## src/rtl/axi_rd_arbiter.sv

```systemverilog
// Round-robin arbiter sharing one AXI4 read channel (AR/R) between N masters, one burst outstanding.
// Optional slave-progress timeout with SLVERR completion: define AXI_RD_ARB_TIMEOUT_EN.
module axi_rd_arbiter #(
  parameter int N           = 2,
  parameter int TIMEOUT_CYC = 255
) (
  input  logic            i_clock,
  input  logic            i_reset,
  input  logic [N-1:0]    i_m_arvalid,
  output logic [N-1:0]    o_m_arready,
  input  logic [N*49-1:0] i_m_ar,
  output logic [N-1:0]    o_m_rvalid,
  input  logic [N-1:0]    i_m_rready,
  output logic [38:0]     o_m_r,
  output logic            o_s_arvalid,
  input  logic            i_s_arready,
  output logic [48:0]     o_s_ar,
  input  logic            i_s_rvalid,
  output logic            o_s_rready,
  input  logic [38:0]     i_s_r,
  output logic [N-1:0]    o_grant,
  output logic            o_err_proto
);

  localparam int GW = (N > 1) ? $clog2(N) : 1;

  typedef enum logic [1:0] {
    IDLE = 2'd0,
    ADDR = 2'd1,
`ifdef AXI_RD_ARB_TIMEOUT_EN
    ERR  = 2'd3,
`endif
    DATA = 2'd2
  } state_e;

  state_e        state, state_next;
  logic [GW-1:0] grant_idx, last_grant, pick, scan_sel;
  logic          pick_valid;
  logic [7:0]    arlen_q, beat_cnt;
  logic          err_q;
  logic [48:0]   ar_arr [N];
  logic          ar_hs, r_hs, rlast, last_beat, tmo_hit;

  for (genvar i = 0; i < N; i++) begin : g_ar_split
    assign ar_arr[i] = i_m_ar[49*i +: 49];
  end

  assign ar_hs     = (state == ADDR) && i_s_arready;
  assign r_hs      = (state == DATA) && i_s_rvalid && i_m_rready[grant_idx];
  assign rlast     = i_s_r[32];
  assign last_beat = (beat_cnt == arlen_q);

  // Round-robin scan starting just after the previous winner.
  always_comb begin
    pick       = last_grant;
    pick_valid = 1'b0;
    scan_sel   = '0;
    for (int i = 1; i <= N; i++) begin
      scan_sel = GW'((int'(last_grant) + i) % N);
      if (!pick_valid && i_m_arvalid[scan_sel]) begin
        pick_valid = 1'b1;
        pick       = scan_sel;
      end
    end
  end

`ifdef AXI_RD_ARB_TIMEOUT_EN
  localparam int TW_RAW = $clog2(TIMEOUT_CYC + 1);
  localparam int TW     = (TW_RAW < 8) ? 8 : ((TW_RAW > 16) ? 16 : TW_RAW);

  logic [TW-1:0] tmo_cnt;
  logic [3:0]    arid_q;
  logic          tmo_run;

  // Stalls by the master (rvalid high, rready low) hold the count rather than advance it.
  assign tmo_run = ((state == ADDR) && !i_s_arready) || ((state == DATA) && !i_s_rvalid);
  assign tmo_hit = tmo_run && (tmo_cnt == TW'(TIMEOUT_CYC - 1));

  always_ff @(posedge i_clock or negedge i_reset) begin
    if (!i_reset) begin
      tmo_cnt <= '0;
      arid_q  <= '0;
    end else begin
      if (ar_hs || r_hs || (state == IDLE) || (state == ERR)) tmo_cnt <= '0;
      else if (tmo_run)                                       tmo_cnt <= tmo_cnt + 1'b1;
      if ((state == IDLE) && pick_valid) arid_q <= ar_arr[pick][48:45];
    end
  end
`else
  localparam int unused_timeout_cyc = TIMEOUT_CYC;
  assign tmo_hit = 1'b0;
`endif

  // NOTE: every state-holding element uses non-blocking assignment so all registers update from pre-edge values.
  always_ff @(posedge i_clock or negedge i_reset) begin
    if (!i_reset) state <= IDLE;
    else          state <= state_next;
  end

  always_comb begin
    state_next = state;
    case (state)
      IDLE: if (pick_valid) state_next = ADDR;
      ADDR: begin
        if (ar_hs) state_next = DATA;
`ifdef AXI_RD_ARB_TIMEOUT_EN
        else if (tmo_hit) state_next = ERR;
`endif
      end
      DATA: begin
        if (r_hs && rlast) state_next = IDLE;
`ifdef AXI_RD_ARB_TIMEOUT_EN
        else if (tmo_hit) state_next = ERR;
`endif
      end
`ifdef AXI_RD_ARB_TIMEOUT_EN
      ERR: if (i_m_rready[grant_idx]) state_next = IDLE;
`endif
      default: state_next = IDLE;
    endcase
  end

  always_ff @(posedge i_clock or negedge i_reset) begin
    if (!i_reset) begin
      grant_idx  <= '0;
      last_grant <= GW'(N - 1);
      arlen_q    <= '0;
      beat_cnt   <= '0;
      err_q      <= 1'b0;
    end else begin
      if ((state == IDLE) && pick_valid) begin
        grant_idx <= pick;
        arlen_q   <= ar_arr[pick][44:37];
      end
      if (ar_hs) beat_cnt <= '0;
      if (r_hs) begin
        beat_cnt <= beat_cnt + 8'd1;
        if (rlast) last_grant <= grant_idx;
      end
`ifdef AXI_RD_ARB_TIMEOUT_EN
      if ((state == ERR) && i_m_rready[grant_idx]) last_grant <= grant_idx;
`endif
      // Length disagreement flags the beat, but rlast alone still decides where the burst ends.
      err_q <= (r_hs && (rlast != last_beat)) || ((state == IDLE) && i_s_rvalid);
    end
  end

  assign o_err_proto = err_q;

  // NOTE: every output gets a default before the case so no path leaves a latch behind.
  always_comb begin
    o_m_arready = '0;
    o_m_rvalid  = '0;
    o_m_r       = '0;
    o_s_arvalid = 1'b0;
    o_s_ar      = '0;
    o_s_rready  = 1'b0;
    o_grant     = '0;
    case (state)
      IDLE: o_s_rready = 1'b1;
      ADDR: begin
        o_s_arvalid            = 1'b1;
        o_s_ar                 = ar_arr[grant_idx];
        o_m_arready[grant_idx] = i_s_arready;
        o_grant[grant_idx]     = 1'b1;
      end
      DATA: begin
        o_m_rvalid[grant_idx] = i_s_rvalid;
        o_s_rready            = i_m_rready[grant_idx];
        o_m_r                 = i_s_r;
        o_grant[grant_idx]    = 1'b1;
      end
`ifdef AXI_RD_ARB_TIMEOUT_EN
      ERR: begin
        o_m_rvalid[grant_idx] = 1'b1;
        o_s_rready            = 1'b1;
        o_m_r                 = {arid_q, 2'b10, 1'b1, 32'h0};
        o_grant[grant_idx]    = 1'b1;
      end
`endif
      default: ;
    endcase
  end

endmodule

```

## config.mk

```make
export PLATFORM = sky130hd
export DESIGN_NAME = axi_rd_arbiter
export DESIGN_NICKNAME = d
export VERILOG_FILES = /design/src/rtl/axi_rd_arbiter.sv
export SDC_FILE = /design/constraint.sdc
export NUM_CORES = 1
export LEC_CHECK = 0
export BUFFER_PORTS_ARGS = -buffer_cell sky130_fd_sc_hd__buf_2
export CAP_MARGIN = 15
export CORE_AREA = 4 4 91 93
export DETAILED_ROUTE_END_ITERATION = 8
export DIE_AREA = 0 0 95 97
export PLACE_DENSITY = 0.85
export RECOVER_POWER = 50
export SYNTH_ARGS = -nofsm -noshare
export SYNTH_HDL_FRONTEND = slang
export SYNTH_SLANG_ARGS = --single-unit
```

## constraint.sdc

```tcl
create_clock -name i_clock -period 2.1 [get_ports i_clock]
set_input_delay 0.21 -clock i_clock [delete_from_list [all_inputs] [get_ports i_clock]]
set_output_delay 0.21 -clock i_clock [all_outputs]
set_load 0.005 [all_outputs]
```

Yosys cells after proc, flatten, opt, wreduce, memory -nomap -nowiden
Index checks and enable logic that the tools add are counted.

word-level totals
  register bits after elaboration = 21

operators by class
  add/subtract/negate cells = 3
  $lt $le $gt $ge = 6
  eq/ne operators = 7
  muxes and demuxes = 31
  bitwise gates (word level) = 4
  reduce and logical (&&, ||, !) cells = 16

operators by type and width
  kind                                                      number
  two-way mux 49 bit                                        4
  two-way mux 45 bit                                        3
  two-way mux 39 bit                                        1
  two-way mux 8 bit                                         2
  two-way mux 1 bit                                         12
  two-way mux 2 bit                                         6
  logical AND 1 bit                                         9
  adder 8 x 1 -> 8 bit, second input constant               1
  equality test 8 bit                                       1
  < comparator 1 x 2 -> 1 bit, second input constant        3
  case mux 2 bit (3 select lines)                           1
  bitwise AND 2 bit                                         2
  greater-or-equal comparator 2 bit, second input constant  2
  != test 2 bit, second input constant                      2
  NOT 1 -> 2 bit                                            2
  AND reduction 3 bit                                       1
  adder 1 bit, second input constant                        2
  equality test 2 x 1 -> 1 bit, second input constant       1
  equality test 2 bit, second input constant                1
  zero test 2 bit                                           1
  != test 2 x 1 -> 1 bit, second input constant             1
  case mux 1 bit (2 select lines)                           1
  AND reduction 2 bit                                       1
  nonzero test 2 bit                                        1
  6 further kinds                                           6

Longest topological paths before layout
  word-level depth = 11
  gate-level depth with buffers = 7

Least setup slack after synthesis
Ideal clock, no wire load.

  path kind = flip-flop to flip-flop
  from = register state[0]
  to = register state[0]
  library setup time = 127 ps
  data arrival time = 1386 ps
  data required time = 1973 ps
  setup slack = 586 ps
  stages on the path, launching flop included = 5
  path buffers = 0
  cell sequence = dfrtp_1 > ha_1 > nor2b_1 > a221o_1 > mux2_1

on the way
  cells in the longest elaborated chain, start to end = 6

RTL lines
  what                                     line     RTL
  start: declaration                       36       state_e state, state_next;
  start signal: assignment                 97       else state <= state_next;
  equality test 2 bit                      49, 102
  logical AND 1 bit (2 in series)          49       assign r_hs = (state == DATA) && i_s_rvalid && i_m_rready[grant_idx];
  logical AND 1 bit                        111      if (r_hs && rlast) state_next = IDLE;
  != test 2 x 1 -> 1 bit (no source line)  n/a
  AND reduction 3 bit (no source line)     n/a

Parallel ways exist; a longest one is shown, timed or not.
A chain may end at the register's enable or synchronous reset.

Worst setup path after layout
  from = register grant_idx
  to = output o_s_ar[44]

on the way
  cells in the longest elaborated chain, start to end = 5

RTL lines
  what                                                    line  RTL
  start: declaration                                      37    logic [GW-1:0] grant_idx, last_grant, pick, scan_sel;
  start signal: assignment                                132   grant_idx <= pick;
  NOT 1 -> 2 bit (implied by the code)                    163   o_s_ar = ar_arr[grant_idx];
  two-way mux 49 bit (implied by the code) (3 in series)  163
  two-way mux 49 bit                                      159   case (state)
  end: declaration                                        17    output logic [48:0] o_s_ar,

No other way between the ends. The select of a mux whose other input is x is not followed.

==> flow_summary.yaml <==
synth:
  async_flop_share: 1.00
  synthTopCellsByArea: "mux2i_1 (26%), dfrtp_1 (21%), nor2b_1 (14%)"
  synth.distinct_cells: 31
  synth_area_um2: 2330
  synth_common_cells: "mux2i_1 (61), nor2b_1 (51), and2_1 (41)"
  synth.most_common_cell: "mux2i_1"
  syn_nets: 428
  yosys_warnings: 0
  synth_edf_count: 0
  synthFlopType: "dfrtp_1"
  synth_top_area_cell: "mux2i_1"
  syn_avg_cell_area_um2: 8.39
  synth.top_cell.area_share: 0.262
  ys_seq_elements: 21
  ys_seq_area_frac: 0.226
  synth_cells: 278
placement:
  placed_area_um2: 3640
  hpwl_um: 7870
  port_buffers: 241
  gp_congestion: 0.844
global_route:
  grt_pass1_vias: 3002
  antenna_found_initial: 0
  grt_max_degree: 52
  overflow: 0
  grt_pass1_wl_um: 14100
  grt.total_usage: 0.187
cells_and_area:
  multiInputGateArea_um2: 1710
  finish.instance_area_um2: 3670
  register_area_um2: 527
  fin_nets: 663
  drive_gt1_frac: 0.461
  nFillCells: 759
  syn2layout_area_growth_pct: 57.3
  num_antenna_cells: 0
timing:
  fmax_mhz: 526
  timing.hold.ws_ns: 0.225
  relSlewSlack: 0.250
  setup_tns_ns: 0
  setup_viol: 0
  finalCriticalPeriod_ns: 1.90
  slew_viol_final: 0
  post-route-period-util: 0.906
  hold_viol_final: 0
  tightest_slew_ns: 1.12
  finClkSkew_ns: 0.00369
  rsz0062_at_grt: "false"
cts:
  clkLatencyLatePin_ns: 0.26
  clock-sinks: 21
  clk_path_buf_depth: 2
  post_cts_resized: 0
  root_buffer: "clkbuf_8"
  cts_buffers: 3
  htree_levels: 1
  clk_pin_slew_worst_paths_ns: 0.07
  cts_tree: "yes"
detailed_routing:
  drtAntennaViolNets: 0
  vias: 2853
  dr.pass1.iters: 4
  vias_per_cell: 4.65
  post_drt_wl_per_cell_um: 14.9
  wl_um: 9150
  drt_first_iter_violations: 132
  drc_errors: 0
power_and_ir_drop:
  peakVddDrop_mv: 0.481
  power_density_nw_per_um2: 961
  leakagePower_uw: 0.00207
setup_path:
  ff2ff_path_depth: 4
  slowest_stage: "dfrtp_1"
  end_kind: "output port"
  cp-start-kind: "flop"
  crit_arrival_ns: 1.69
  cp_cell_sequence: "buf_12 -> mux2i_1 -> nor2b_1 -> buf_2"
  required_ns: 1.89
  slowest_delay_ns: 0.54
  crit_path_max_fanout: 51
  path_class: "flop to output port"
worst_hold_path:
  hold_path.class: "primary input to flop"
  whs_path_depth: 3
die:
  floorplan.initialDensity: 0.310
  die_w_um: 95
  die_h_um: 97
  core_area_um2: 7530
  die_area_um2: 9220
  num_rows: 32
  pin_count: 242
run:
  maxCapViolCount: 0
outcome:
  status: "completed"
-- routing by layer --
layer	vias up	track usage	wire [um]
li1	1404	-	-
met1	1269	0.191	3220
met4	0	0.0322	80
met5	-	0	0
met2	172	0.376	4890
met3	8	0.0397	959
-- registers in the layout, indices dropped and copies added, names as in the netlist --
signal,flops
o_err_proto,1
last_grant,1
state,2
arlen_q,8
grant_idx,1
beat_cnt,8
-- stage by stage --
stage               setup slack [ns]  utilization  instances  power [uW]
global placement               0.551        0.484        609        3270
finish                         0.198        0.487        614        3530
floorplan                      0.587            -        278        2340
detailed placement             0.413        0.484        609        3350
global route                  0.0560        0.487        614        3870
CTS                            0.219        0.491        614        3620
-- cell usage in the layout, fill, tap and decap left out, types with 2 or more instances in the layout --
master and n:
o21ai_1 7, nand2_1 21, o21ai_0 11, and3_1 4, nand3_1 3, nor3_1 3
xnor2_1 8, mux2_1 4, nand4_1 3, and2_1 40, buf_4 3, mux2i_1 61
ha_1 5, nor2_1 4, clkbuf_8 3, or3_1 2, buf_2 223, clkbuf_2 4
dfrtp_1 20, xor2_1 2, nor2b_1 51, clkbuf_1 16, inv_1 2
-- repair_timing --
item,CTS,global route
setup buffers,0,0
endpoints found under the hold margin,20,0
hold buffers,1,0
-- cells by family after synthesis --
| kind of cell | Yosys count | synth area share |
|---|---|---|
| and+or+nand+nor | 132 | 0.324 |
| muxes | 66 | 0.286 |
| AOI/OAI and AO/OA | 24 | 0.0601 |
| DFF | 21 | 0.226 |
| buffers and inverters | 20 | 0.0397 |
| xor gates and xnor gates | 10 | 0.0376 |
| adders and majority gates | 5 | 0.0268 |
-- cell type report --
cell class | instances | area share
inverters | 2 | 0.00205
multi-input cells | 237 | 0.466
repair buffers | 248 | 0.341
clock buffers | 4 | 0.0123
well taps | 102 | 0.0348
flip-flops and latches | 21 | 0.144
-- worst max-delay path: cells and delay by family (launching register included) --
family | cells | cell delay, ns
simple gates | 1 | 0.07
flops | 1 | 0.54
mux | 1 | 0.30
buf+inv | 2 | 0.48
-- path summary, 6_finish.rpt --
check                               to       start  slack [ns]
max reg2reg                beat_cnt[0]   grant_idx        0.24
min reg2reg                 arlen_q[1]  arlen_q[1]        0.51
min                        o_err_proto  i_s_rvalid        0.23
max in group asynchronous   arlen_q[3]     i_reset        0.74
min in group asynchronous  beat_cnt[7]     i_reset        0.69
max                         o_s_ar[44]   grant_idx        0.20
-- power by group --
| part | switching [uW] | leakage, uW | total, uW | internal [uW] |
|---|---|---|---|---|
| logic | 1280 | 0.00177 | 2590 | 1320 |
| registers | 126 | 0.000270 | 674 | 548 |
| clock network | 124 | 0.0000228 | 259 | 135 |
No activity file was read; power rests on OpenSTA's default activity.
